--- config.mk ---
export PLATFORM = sky130hd
export DESIGN_NAME = writeback_unit
export DESIGN_NICKNAME = d
export VERILOG_FILES = /design/src/rtl/writeback_unit.sv
export SDC_FILE = /design/constraint.sdc
export NUM_CORES = 1
export LEC_CHECK = 0
export ABC_AREA = 1
export BUFFER_PORTS_ARGS = -buffer_cell sky130_fd_sc_hd__clkbuf_2
export CAP_MARGIN = 25
export CORE_ASPECT_RATIO = 1.1
export CORE_MARGIN = 4
export CORE_UTILIZATION = 31
export DETAILED_ROUTE_END_ITERATION = 8
export SLEW_MARGIN = 20
export SYNTH_ARGS = -nofsm -noshare
export SYNTH_HDL_FRONTEND = slang
export SYNTH_SLANG_ARGS = --single-unit
export TNS_END_PERCENT = 1
--- constraint.sdc ---
create_clock -name clock -period 1.65 [get_ports clock]
set_clock_uncertainty 0.15 [all_clocks]
set_input_delay 0.2475 -clock clock [delete_from_list [all_inputs] [get_ports clock]]
set_output_delay 0.2475 -clock clock [all_outputs]
set_load 0.03 [all_outputs]
--- src/rtl/writeback_unit.sv ---
// writeback_unit: register-write stage of the TinyRISC pipeline; drives the single register-file write port.
// Latency: a non-load writes one cycle after acceptance; a load writes one cycle after its ld_data_valid edge.
// Backpressure: in_ready is low only while waiting for load data; back-to-back non-loads run at one per cycle.
//
// Ports:
//    clock, reset            clock, asynchronous active-low reset
//    in_valid/in_ready       handshake from the memory-access stage
//    in_pc, in_alu_result    instruction PC and ALU/EX result
//    in_rd, in_isWb          destination register and write flag
//    in_isLd, in_isCall      load (value from ld_data) / call (writes pc+4 to r15)
//    ld_data_valid, ld_data  load data return from data memory
//    reg_wr1, reg_wr1_data,  register file write port
//    wr1_enable
//    fwd_valid/reg/data      forwarding source for decode (mirror of the write port)
//    busy                    high whenever an instruction is held
//    instret                 retired-instruction count (only with WB_RETIRE_CNT_EN)
//
// Optional feature: define WB_RETIRE_CNT_EN to add the instret port and counter.

module writeback_unit (
   input  logic        clock,
   input  logic        reset,
   input  logic        in_valid,
   output logic        in_ready,
   input  logic [31:0] in_pc,
   input  logic [31:0] in_alu_result,
   input  logic [3:0]  in_rd,
   input  logic        in_isWb,
   input  logic        in_isLd,
   input  logic        in_isCall,
   input  logic        ld_data_valid,
   input  logic [31:0] ld_data,
   output logic [3:0]  reg_wr1,
   output logic [31:0] reg_wr1_data,
   output logic        wr1_enable,
   output logic        fwd_valid,
   output logic [3:0]  fwd_reg,
   output logic [31:0] fwd_data,
   output logic        busy
`ifdef WB_RETIRE_CNT_EN
   ,
   output logic [31:0] instret
`endif
);

   typedef enum logic [1:0] {
      S_IDLE    = 2'd0,
      S_WAIT_LD = 2'd1,
      S_COMMIT  = 2'd2
   } state_t;

   state_t      state_q, state_d;
   logic [3:0]  wr_rd_q;
   logic [31:0] wr_data_q;
   logic        wb_q;
   logic        call_q;
   logic        accept;
   logic        ld_capture;

   // in_ready depends on registered state only, so accept has no path to outputs.
   assign in_ready   = (state_q != S_WAIT_LD);
   assign accept     = in_valid & in_ready;
   assign ld_capture = (state_q == S_WAIT_LD) & ld_data_valid;

   always_comb begin
      state_d = state_q;
      unique case (state_q)
         S_IDLE: begin
            if (accept) state_d = in_isLd ? S_WAIT_LD : S_COMMIT;
         end
         S_WAIT_LD: begin
            if (ld_capture) state_d = S_COMMIT;
         end
         S_COMMIT: begin
            if (accept) state_d = in_isLd ? S_WAIT_LD : S_COMMIT;
            else        state_d = S_IDLE;
         end
         default: state_d = S_IDLE;
      endcase
   end

   // Destination and value are resolved at acceptance so the write port is a
   // plain register read-out. For loads the ALU value is held only until the
   // returning ld_data replaces it, unless the instruction is also a call, which
   // has higher data priority and keeps pc+4.
   always_ff @(posedge clock or negedge reset) begin
      if (!reset) begin
         state_q   <= S_IDLE;
         wr_rd_q   <= 4'd0;
         wr_data_q <= 32'd0;
         wb_q      <= 1'b0;
         call_q    <= 1'b0;
      end else begin
         state_q <= state_d;
         if (accept) begin
            wr_rd_q   <= in_isCall ? 4'd15 : in_rd;
            wr_data_q <= in_isCall ? (in_pc + 32'd4) : in_alu_result;
            wb_q      <= in_isWb;
            call_q    <= in_isCall;
         end else if (ld_capture && !call_q) begin
            wr_data_q <= ld_data;
         end
      end
   end

   assign wr1_enable   = (state_q == S_COMMIT) & wb_q;
   assign reg_wr1      = wr_rd_q;
   assign reg_wr1_data = wr_data_q;
   assign fwd_valid    = wr1_enable;
   assign fwd_reg      = wr_rd_q;
   assign fwd_data     = wr_data_q;
   assign busy         = (state_q != S_IDLE);

`ifdef WB_RETIRE_CNT_EN
   logic [31:0] instret_q;

   // Every COMMIT cycle retires one instruction, writing or not; wraps naturally.
   always_ff @(posedge clock or negedge reset) begin
      if (!reset) begin
         instret_q <= 32'd0;
      end else if (state_q == S_COMMIT) begin
         instret_q <= instret_q + 32'd1;
      end
   end

   assign instret = instret_q;
`endif

endmodule

# Word-level counts from Yosys, hierarchy flattened

Cells that the tools add are included.

Reduce and logical (&&, ||, !) cells: 6
Eq/ne operators: 5
Add/subtract/negate cells: 1
Mux-type cells: 9
Bitwise logic cells: 3

Operators by type and width:

| kind                                          | count |
|---|---|
| two-way mux 32 bit                            | 3 |
| adder 32 x 3 -> 32 bit, second input constant | 1 |
| two-way mux 2 bit                             | 4 |
| one-hot mux 2 bit (3 select lines)            | 1 |
| two-way mux 4 bit                             | 1 |
| != test 2 bit, second input constant          | 2 |
| nonzero test 2 bit                            | 2 |
| AND 1 bit                                     | 3 |
| == test 2 x 1 -> 1 bit, second input constant | 1 |
| == test 2 bit, second input constant          | 1 |
| zero test 2 bit                               | 1 |
| != test 2 x 1 -> 1 bit, second input constant | 1 |
| AND reduction 2 bit                           | 1 |
| logical AND 1 bit                             | 1 |
| zero test 1 bit                               | 1 |

Bits in registers: 40
Bits of input ports: 107
Logic and storage cells: 29

# Logic depth before layout (Yosys ltp)

Gate-level depths: netlist of the first run.

Depth in word-level cells: 5
Gate-level depth with buffers: 10
Mapped depth without buffers: 10

# Worst setup path after synthesis of the first run

OpenSTA, ideal clock, no wires.

Path type: register to output
From: register state_q[0]
To: output wr1_enable
Setup slack: 0.127 ns
Stages on the path, launching flop included: 3
Required time: 1.252 ns
Arrival time: 1.126 ns
Cells stage by stage: dfrtp_1 nor2_1 buf_4

Longest elaborated chain between the ends: 2

Ends and longest elaborated chain:

| element                | line | source |
|---|---|---|
| start, declared        | 52   | `state_t state_q, state_d;` |
| start signal, assigned | 94   | `state_q <= state_d;` |
| == test 2 bit          | 106  | `assign wr1_enable = (state_q == S_COMMIT) & wb_q;` |
| AND 1 bit              | 106  |  |
| end, declared          | 35   | `output logic wr1_enable,` |

No other way between the ends.

# Final worst setup path of the first run

From: register state_q[1]
To: register wr_data_q[3] (netlist: fwd_data[3])

Longest elaborated chain between the ends: 4
Elaborated cells between the ends (all ways): 7

Ends and longest elaborated chain:

| element                      | line | source |
|---|---|---|
| == test 2 x 1 -> 1 bit       | 63   | `assign ld_capture = (state_q == S_WAIT_LD) & ld_data_valid;` |
| AND 1 bit                    | 63   |  |
| logical AND 1 bit            | 100  | `end else if (ld_capture && !call_q) begin` |
| nonzero test 2 bit (no line) | -    |  |
| end signal, assigned         | 97   | `wr_data_q <= in_isCall ? (in_pc + 32'd4) : in_alu_result;` |
| end signal, assigned         | 101  | `wr_data_q <= ld_data;` |
| end, declared                | 54   | `logic [31:0] wr_data_q;` |

Several ways; a longest one is shown, not always the timed one.
A chain may end at the register's enable or synchronous reset.

==> flow_summary.json, run 1 <==
{
  "die_w_um": 107,
  "fmax_mhz": 634,
  "p_total_mw": 4.59,
  "tightest_slew_ps": 355,
  "min_period_ps": 1580,
  "crit_required_ps": 1660,
  "n_fill_cell": 1130,
  "ios": 183,
  "ys_types": 36,
  "drc": 0,
  "first_pass_iters": 4,
  "synth.ff_latch_count": 40,
  "path_delay_family": "buffers and inverters",
  "synthFlopType": "dfrtp_1",
  "crit_type": "register to register",
  "grtUsageTotal_pct": 19.0,
  "synth-edff-count": 0,
  "synthArstFlopShare_pct": 100,
  "synth-warning-count": 0,
  "min_path_type": "input pin to register",
  "place_congestion": 0.877,
  "synth_top_area_share_pct": 30.0,
  "dieHeight_um": 117,
  "finalMaxSlewViolations": 0,
  "io_buffers": 182,
  "status": "finished clean",
  "rsz0062_at_grt": "yes",
  "grt_pass1_vias": 3687,
  "worst_skew_pair.late_latency_ps": 280,
  "finalHoldViolations": 0,
  "cpPeakStageDelay_ps": 380,
  "clock-root-buffer": "clkbuf_16",
  "final_common_cell": "clkbuf_2",
  "slew_headroom_pct": 76.2,
  "syn-cell-area_um2": 3340,
  "syn_nets": 599,
  "yosys-top-cells-area": "dfrtp_1 30%, nand2_1 15%, buf_4 9.0%",
  "power_density_nw_per_um2": 1010,
  "critPathBufInv": 3,
  "r2r_slack_ps": 70,
  "via_count": 3737,
  "whs_ps": 32.8,
  "fin_nets": 769,
  "critPathSlowestCell": "dfrtp_1",
  "worst_slack_ps": 73.0,
  "yosys.area.top_type": "dfrtp_1",
  "die_area_um2": 12500,
  "startpoint_type": "register",
  "numCtsBuffers": 5,
  "syn_avg_cell_area_um2": 6.79,
  "largest_reg_flops": 32,
  "overflow": 0,
  "dp_slack_ps": -1.40,
  "ant_nets": 0,
  "post_drt_wl_per_cell_um": 15.0,
  "num_rows": 39,
  "seq_area_frac_synth_pct": 30.0,
  "drtIter0Drc": 194,
  "arrival_ps": 1590,
  "clkTransAtPathRegs_ps": 60,
  "setup_viol": 0,
  "core_area_um2": 10400,
  "initial_core_util_pct": 31.9,
  "antenna_found_initial": 0,
  "path_cells": "inv_2, nand2_4, nand2_8, clkinvlp_4, buf_6, o221ai_1, o21ai_1",
  "layout-drive-gt1-share_pct": 40.0,
  "dp_hpwl_um": 10100,
  "wirelength_um": 12100,
  "ir_drop_mv": 0.492,
  "diodes": 0,
  "multi_input_area_um2": 1820,
  "critPathMaxFanout": 6,
  "max-clock-path-buffers": 2,
  "via_per_inst": 4.64,
  "grt_first_pass_wirelength_um": 18900,
  "final_cells": 805,
  "p_leak_nw": 2.48,
  "final_cell_mix": "182 x clkbuf_2, 135 x nand2_1, 65 x nor2_1",
  "worstSetupEndpointType": "register",
  "netlist_instances": 491,
  "htree_num_levels": 2,
  "dp.cells": 794,
  "drv_cap": 0,
  "grt_max_degree": 41,
  "min_period_over_period_pct": 95.6,
  "syn2layout_area_growth_pct": 36.0,
  "cts_tree": "built",
  "seq_area_um2": 1000,
  "cts.sinks": 40,
  "setup_tns_ps": 0
}
[worst register-to-register path: cells and delay by family, from the launching register on]
kind,cells,cell delay (ps)
flip-flops,1,380
AND/OR/NAND/NOR,2,210
buffers and inverters,3,440
AO/OA/AOI/OAI,2,270
[stage by stage]
stage               cell area (um2)  utilization (%)
CTS                            4500             43.1
detailed placement             4320             41.4
global route                   4540             43.4
floorplan                      3340                -
finish                         4540             43.4
global placement               4320             41.4
[cell families (layout without fill, tap and decap cells)]
family,count (synthesis),count (layout),share of synthesized area [%]
adder cells (fa/ha/maj),1,1,0.375
flip-flops,40,40,30.0
AO/OA/AOI/OAI,81,81,14.5
AND/OR/NAND/NOR,271,271,38.5
XOR/XNOR,3,3,0.788
buffers and inverters,95,266,15.9
[synth_stat cells, types with 3 or more instances]
cell      instances
nand2_2           8
nor3_1            3
nor2_4            7
inv_1            41
buf_4            40
o221ai_1          4
o22a_1            4
a21oi_1          16
dfrtp_1          40
nor2_2            3
nor2_1           65
nand3_1          33
o21ai_1           3
a21oi_2           6
o21ai_0          33
clkbuf_1          4
buf_2             5
a31oi_1          11
nor2_8            4
nand2_1         136
nand2_4           4
[power breakdown]
| group | switching (mW) | internal, mW | total (mW) |
|---|---|---|---|
| Sequential | 0.179 | 1.18 | 1.36 |
| Clock | 0.416 | 0.711 | 1.13 |
| Combinational | 1.46 | 0.639 | 2.10 |
| Total | 2.06 | 2.53 | 4.59 |
[area by class of cell]
| type | count | share of cell area [%] |
|---|---|---|
| Clock buffer | 5 | 2.76 |
| Clock inverter | 3 | 0.938 |
| Inverter | 43 | 3.64 |
| Multi-Input combinational cell | 356 | 40.1 |
| Sequential cell | 40 | 22.1 |
| Tap cell | 143 | 3.94 |
| Timing Repair Buffer | 215 | 26.6 |
[path summary, 6_finish.rpt]
path | start | to | cells after the start
min | in_isWb | wb_q$_DFFE_PN0N_ | 3
max reg2reg | state_q[1]$_DFFE_PN0P_ | fwd_data[3]$_DFFE_PN0P_ | 7
max | state_q[1]$_DFFE_PN0P_ | fwd_data[3]$_DFFE_PN0P_ | 7
min reg2reg | wb_q$_DFFE_PN0N_ | wb_q$_DFFE_PN0N_ | 2
max in group asynchronous | reset | fwd_data[7]$_DFFE_PN0P_ | 3
min in group asynchronous | reset | fwd_data[23]$_DFFE_PN0P_ | 3
[per-layer routing]
| metal | global-route usage [%] | up-vias | wire (um) |
|---|---|---|---|
| met5 | 0 | - | 0 |
| met4 | 5.71 | 0 | 272 |
| met3 | 3.89 | 18 | 827 |
| met2 | 32.4 | 136 | 5960 |
| met1 | 24.5 | 1701 | 5030 |
| li1 | - | 1882 | - |
[what timing repair did]
| item | 4_1_cts | 5_1_grt |
|---|---|---|
| setup endpoints to repair | 0 | 25 |
| setup buffers | 0 | 2 |
| hold buffers | 1 | 0 |
| gates resized for setup | 0 | 9 |
| hold endpoints to repair | 40 | 0 |
Power figures use the tool's default switching activity.
==> inputs of run 2 (changes only) <==
--- a/config.mk
+++ b/config.mk
@@ -5,13 +5,13 @@
 export SDC_FILE = /design/constraint.sdc
 export NUM_CORES = 1
 export LEC_CHECK = 0
-export ABC_AREA = 1
 export BUFFER_PORTS_ARGS = -buffer_cell sky130_fd_sc_hd__clkbuf_2
 export CAP_MARGIN = 25
 export CORE_ASPECT_RATIO = 1.1
 export CORE_MARGIN = 4
 export CORE_UTILIZATION = 31
 export DETAILED_ROUTE_END_ITERATION = 8
+export SKIP_LAST_GASP = 1
 export SLEW_MARGIN = 20
 export SYNTH_ARGS = -nofsm -noshare
 export SYNTH_HDL_FRONTEND = slang
==> constraint.sdc (replaced) <==
create_clock -name clock -period 2.05 [get_ports clock]
set_clock_uncertainty 0.15 [all_clocks]
set_input_delay 0.3075 -clock clock [delete_from_list [all_inputs] [get_ports clock]]
set_output_delay 0.3075 -clock clock [all_outputs]
set_load 0.03 [all_outputs]
==> run 2 against run 1 <==
Critical path depth stayed put. Global-route usage is 0.078 points higher. Final area is 2.2% lower. Largest cell class unchanged. Core utilization is 0.77 points higher. Power is 26% lower. Sequential share of layout area is 0.50 points higher.
==> flow_summary.json, run 2 <==
{
  "pwr-share-comb_pct": 48.6,
  "yosysMostFrequentCell": "nand2_1",
  "finalHoldViolations": 0,
  "die_w_um": 105,
  "p_seq_share_pct": 31.9,
  "worstSetupEndpointType": "register",
  "yosys.area.top_type": "dfrtp_1",
  "yosys-top-cells-area": "dfrtp_1 31%, buf_4 8.6%, mux2i_1 7.4%",
  "dp_hpwl_um": 9500,
  "io_buffers": 182,
  "numCtsBuffers": 5,
  "netlist_instances": 389,
  "dieHeight_um": 115,
  "intPower_mw": 1.86,
  "place_congestion": 0.819,
  "rsz0062_at_grt": "yes",
  "postCtsSetupRepairBufs": 0,
  "path_delay_family": "buffers and inverters",
  "cp-startpoint": "state_q[1]$_DFFE_PN0P_",
  "largest_reg_flops": 32,
  "die_area_um2": 12100,
  "finalMaxSlewViolations": 0,
  "clock-root-buffer": "clkbuf_8",
  "synth_top_area_share_pct": 30.9,
  "rr_worst_depth": 7,
  "syn-cell-area_um2": 3230,
  "status": "finished clean",
  "fmax_mhz": 507,
  "min_path_type": "input pin to register",
  "grt_max_degree": 30,
  "r2r_slack_ps": 80,
  "syn_nets": 497,
  "first_pass_iters": 6,
  "setup_tns_ps": 0,
  "ios": 183,
  "final_cell_mix": "182 x clkbuf_2, 47 x nand2_1, 40 x dfrtp_1",
  "grt_pass1_vias": 3527,
  "overflow": 0,
  "initial_core_util_pct": 32.2,
  "path_cells": "nor2b_1, clkinv_2, nand2_2, buf_12, buf_4, a211oi_1, a31oi_1",
  "worst_skew_pair.late_latency_ps": 290,
  "power_density_nw_per_um2": 764,
  "place_area_um2": 4320,
  "core_area_um2": 10000,
  "drtIter0Drc": 155,
  "slew_headroom_pct": 66.2,
  "startpoint_type": "register",
  "setup_viol": 0,
  "grtUsageTotal_pct": 19.1,
  "critPathBufInv": 3,
  "r2r_end": "fwd_data[0]$_DFFE_PN0P_",
  "r2r_start": "state_q[1]$_DFFE_PN0P_",
  "synth.ff_latch_count": 40,
  "critPathSlowestCell": "dfrtp_1",
  "critPathMaxFanout": 27,
  "max-clock-path-buffers": 2,
  "num_rows": 38,
  "worst_slack_ps": 79.5,
  "finalInstanceArea_um2": 4430,
  "grt_first_pass_wirelength_um": 18400,
  "p_leak_nw": 2.19,
  "via_per_inst": 5.16,
  "cpPeakStageDelay_ps": 450,
  "seq_area_frac_synth_pct": 30.9,
  "arrival_ps": 2040,
  "fin_nets": 668,
  "htree_num_levels": 2,
  "cts_tree": "built",
  "synth-edff-count": 0,
  "synthFlopType": "dfrtp_1",
  "post_drt_wl_per_cell_um": 17.0,
  "hold_path_depth": 2,
  "fin_util_pct": 44.2,
  "whs_ps": 59.1,
  "cts.sinks": 40,
  "via_count": 3617,
  "min_period_ps": 1970,
  "synth-warning-count": 0,
  "crit_type": "register to register",
  "layout-drive-gt1-share_pct": 43.9,
  "wirelength_um": 11900,
  "syn2layout_area_growth_pct": 37.1,
  "clkTransAtPathRegs_ps": 80,
  "p_clk_share_pct": 19.5,
  "synth_common_cells": "48 x nand2_1, 40 x dfrtp_1, 37 x buf_4",
  "syn_avg_cell_area_um2": 8.31,
  "crit_required_ps": 2120,
  "ir_drop_mv": 0.298,
  "drc": 0,
  "dp.cells": 692,
  "ant_nets": 0,
  "min_period_over_period_pct": 96.1,
  "p_total_mw": 3.39,
  "synthArstFlopShare_pct": 100,
  "ys_types": 53,
  "drv_cap": 0,
  "final_cells": 701,
  "antenna_found_initial": 0,
  "tightest_slew_ps": 507,
  "dp_slack_ps": -25.0,
  "switchingPower_mw": 1.53,
  "worstHoldEndpoint": "state_q[1]$_DFFE_PN0P_",
  "sw_frac_of_total_pct": 45.2,
  "diodes": 0,
  "worstHoldStart": "in_isLd",
  "final_common_cell": "clkbuf_2"
}
run 2: metal layers:
layer  share of wire, %  GRT usage, %  vias up
met4                1.1          4.37        0
met5                  0             0        -
li1                   -             -     1749
met2                 50          34.5      157
met3                6.3          3.43        9
met1                 42          23.7     1702
run 2: worst max-delay path by stage:
stage	endpoint	cells past startpoint
3_3_place_gp	fwd_data[22]$_DFFE_PN0P_	6
3_5_place_dp	fwd_data[22]$_DFFE_PN0P_	6
4_1_cts	fwd_data[0]$_DFFE_PN0P_	7
2_1_floorplan	fwd_data[25]$_DFFE_PN0P_	8
6_report	fwd_data[0]$_DFFE_PN0P_	7
5_1_grt	fwd_data[9]$_DFFE_PN0P_	4
run 2: final cells by class:
| class | instances | area, um2 |
|---|---|---|
| clock buffer | 6 | 72.6 |
| timing repair buffer | 223 | 1260 |
| fill | 1042 | 5600 |
| clock inverter | 2 | 35.0 |
| sequential | 40 | 1000 |
| multi-input combinational | 283 | 1860 |
| inverter | 7 | 27.5 |
| tap | 140 | 175 |
run 2: power by group through the flow:
| stage | registers, mW | logic, mW | clock network [mW] |
|---|---|---|---|
| 2_1_floorplan | 1.36 | 0.941 | 0 |
| 3_5_place_dp | 1.10 | 1.66 | 0 |
| 4_1_cts | 1.09 | 1.66 | 0.682 |
| 5_1_grt | 1.11 | 1.75 | 0.707 |
| 3_3_place_gp | 1.09 | 1.65 | 0 |
| 6_report | 1.08 | 1.65 | 0.662 |
run 2: worst register-to-register path, cell delays in order (launching register included):
cell      delay (ps)
dfrtp_1          450
nor2b_1          210
clkinv_2         150
nand2_2          260
buf_12           220
buf_4            220
a211oi_1          70
a31oi_1          150
run 2: repair_timing:
| action | in CTS | in global routing |
|---|---|---|
| resized for setup | 0 | 1 |
| hold buffers | 1 | 0 |
| setup endpoints to repair | 0 | 6 |
| hold endpoints to repair | 17 | 0 |
run 2: cells by family (layout without fill, tap and decap cells):
group / Yosys count / count (layout) / synth area share [%]
AOI/OAI and AO/OA: 61 / 61 / 14.2
muxes: 28 / 28 / 8.82
DFF: 40 / 40 / 30.9
xor gates and xnor gates: 13 / 13 / 3.52
adders and majority gates: 1 / 1 / 0.387
buffers and inverters: 66 / 238 / 12.1
and+or+nand+nor: 180 / 180 / 29.9
==> inputs of run 3 (changes only) <==
--- a/config.mk
+++ b/config.mk
@@ -5,12 +5,14 @@
 export SDC_FILE = /design/constraint.sdc
 export NUM_CORES = 1
 export LEC_CHECK = 0
+export ABC_AREA = 1
 export BUFFER_PORTS_ARGS = -buffer_cell sky130_fd_sc_hd__clkbuf_2
 export CAP_MARGIN = 25
 export CORE_ASPECT_RATIO = 1.1
 export CORE_MARGIN = 4
-export CORE_UTILIZATION = 31
+export CORE_UTILIZATION = 43
 export DETAILED_ROUTE_END_ITERATION = 8
+export PLACE_DENSITY = 0.78
 export SKIP_LAST_GASP = 1
 export SLEW_MARGIN = 20
 export SYNTH_ARGS = -nofsm -noshare
==> run 3 against run 2 <==
Setup slack gained 97 ps. First-iteration DRC count grew 29%. Die area shrank 24%. Fmax grew 5.2%. Sequential share of layout area grew 1.4 points. Largest cell class unchanged. Count of clock-buffer cells in the layout shrank 1. Hold slack gained 12 ps. Sequential power is essentially flat.
==> flow_summary.json, run 3 (synthesis gave the netlist of run 1 again) <==
{
  "status": "finished clean",
  "min_period_over_period_pct": 91.4,
  "final_cells": 742,
  "intPower_mw": 1.66,
  "p_leak_nw": 2.32,
  "dp.cells": 733,
  "pwr-share-comb_pct": 50.2,
  "finalInstanceArea_um2": 4180,
  "critPathSlowestCell": "dfrtp_1",
  "critPathMaxFanout": 17,
  "htree_num_levels": 2,
  "max-clock-path-buffers": 2,
  "antenna_found_initial": 0,
  "numCtsBuffers": 5,
  "ios": 183,
  "drv_cap": 0,
  "ir_drop_mv": 0.267,
  "rsz0062_at_grt": "yes",
  "fmax_mhz": 534,
  "die_w_um": 92.0,
  "wirelength_um": 11000,
  "setup_viol": 0,
  "switchingPower_mw": 1.59,
  "num_rows": 33,
  "largest_reg_flops": 32,
  "setup_tns_ps": 0,
  "grt_pass1_vias": 3512,
  "path_cells": "nand2_4, nand2_4, nor2_4, inv_1, o221ai_1, nand2_1",
  "worstSetupEndpointType": "register",
  "p_seq_share_pct": 33.4,
  "post_drt_wl_per_cell_um": 14.8,
  "min_path_type": "input pin to register",
  "crit_type": "register to register",
  "overflow": 0,
  "ant_nets": 0,
  "grt_max_degree": 41,
  "arrival_ps": 1900,
  "power_density_nw_per_um2": 778,
  "final_cell_mix": "182 x clkbuf_2, 136 x nand2_1, 65 x nor2_1",
  "path_delay_family": "simple AND/OR/NAND/NOR gates",
  "n_fill_cell": 780,
  "min_period_ps": 1870,
  "place_congestion": 0.899,
  "clkTransAtPathRegs_ps": 80,
  "worst_slack_ps": 176,
  "die_area_um2": 9230,
  "dp_hpwl_um": 9070,
  "crit_required_ps": 2080,
  "p_clk_share_pct": 16.3,
  "whs_ps": 70.8,
  "tightest_slew_ps": 537,
  "core_area_um2": 7510,
  "crit_top_cell": "nand2_4",
  "fin_nets": 744,
  "slew_headroom_pct": 64.2,
  "syn2layout_area_growth_pct": 25.2,
  "first_pass_iters": 4,
  "worst_skew_pair.late_latency_ps": 290,
  "cpPeakStageDelay_ps": 430,
  "startpoint_type": "register",
  "initial_core_util_pct": 44.4,
  "postCtsSetupRepairBufs": 0,
  "drc": 0,
  "io_buffers": 182,
  "via_count": 3696,
  "layout-drive-gt1-share_pct": 37.2,
  "final_common_cell": "clkbuf_2",
  "critPathBufInv": 1,
  "grtUsageTotal_pct": 22.7,
  "r2r_slack_ps": 180,
  "finalHoldViolations": 0,
  "sw_frac_of_total_pct": 49.0,
  "clock-root-buffer": "clkbuf_8",
  "cts.sinks": 40,
  "dp_slack_ps": 156,
  "cts_tree": "built",
  "dieHeight_um": 100,
  "via_per_inst": 4.98,
  "finalMaxSlewViolations": 0,
  "place_area_um2": 4080,
  "drtIter0Drc": 200,
  "diodes": 0,
  "grt_first_pass_wirelength_um": 16900
}
[run 3: power by group through the flow]
| stage | Clock [mW] | Combinational, mW | Sequential, mW |
|---|---|---|---|
| floorplan | 0 | 0.980 | 1.38 |
| global placement | 0 | 1.62 | 1.09 |
| detailed placement | 0 | 1.64 | 1.10 |
| CTS | 0.536 | 1.64 | 1.09 |
| global route | 0.564 | 1.74 | 1.11 |
| finish | 0.530 | 1.63 | 1.09 |
[run 3: stage by stage]
| step | util (%) | total power, mW |
|---|---|---|
| after floorplan | - | 2.36 |
| after global placement | 54.2 | 2.71 |
| after detailed placement | 54.2 | 2.74 |
| after CTS | 55.5 | 3.26 |
| after global routing | 55.6 | 3.41 |
| final | 55.6 | 3.25 |
[run 3: final timing paths]
check	to	depth (start not counted)	start
worst max-delay path	fwd_data[2]$_DFFE_PN0P_	6	state_q[0]$_DFFE_PN0P_
worst min-delay path	wb_q$_DFFE_PN0N_	3	in_isWb
worst max register to register	fwd_data[2]$_DFFE_PN0P_	6	state_q[0]$_DFFE_PN0P_
worst min register to register	wb_q$_DFFE_PN0N_	2	wb_q$_DFFE_PN0N_
max in group asynchronous	fwd_data[1]$_DFFE_PN0P_	3	reset
min in group asynchronous	fwd_data[23]$_DFFE_PN0P_	3	reset
[run 3: worst min-delay path, stage by stage]
cell and delay [ps]:
clkbuf_2 80, nand2_1 40, nand2_1 50
[run 3: what timing repair did]
| action | in CTS | in global routing |
|---|---|---|
| gates resized for setup | 0 | 1 |
| setup endpoints to repair | 0 | 3 |
| hold buffers | 1 | 0 |
| endpoints found under the hold margin | 40 | 0 |
[run 3: final cells by class]
cell class,instances,area [um2],area share (%)
Clock inverter,3,18.8,0.449
Timing Repair Buffer,190,986,23.6
Clock buffer,5,68.8,1.65
Sequential cell,40,1000,24.0
Inverter,43,165,3.95
Tap cell,105,131,3.15
Multi-Input combinational cell,356,1810,43.2
[run 3: per-layer routing]
layer  global-route usage (%)  vias to the layer above  part of all wire (%)
li1                         -                     1828                     -
met1                     29.9                     1701                    42
met2                     39.6                      157                    50
met3                     2.77                       10                   7.1
met4                     6.06                        0                   1.2
met5                        0                        -                     0
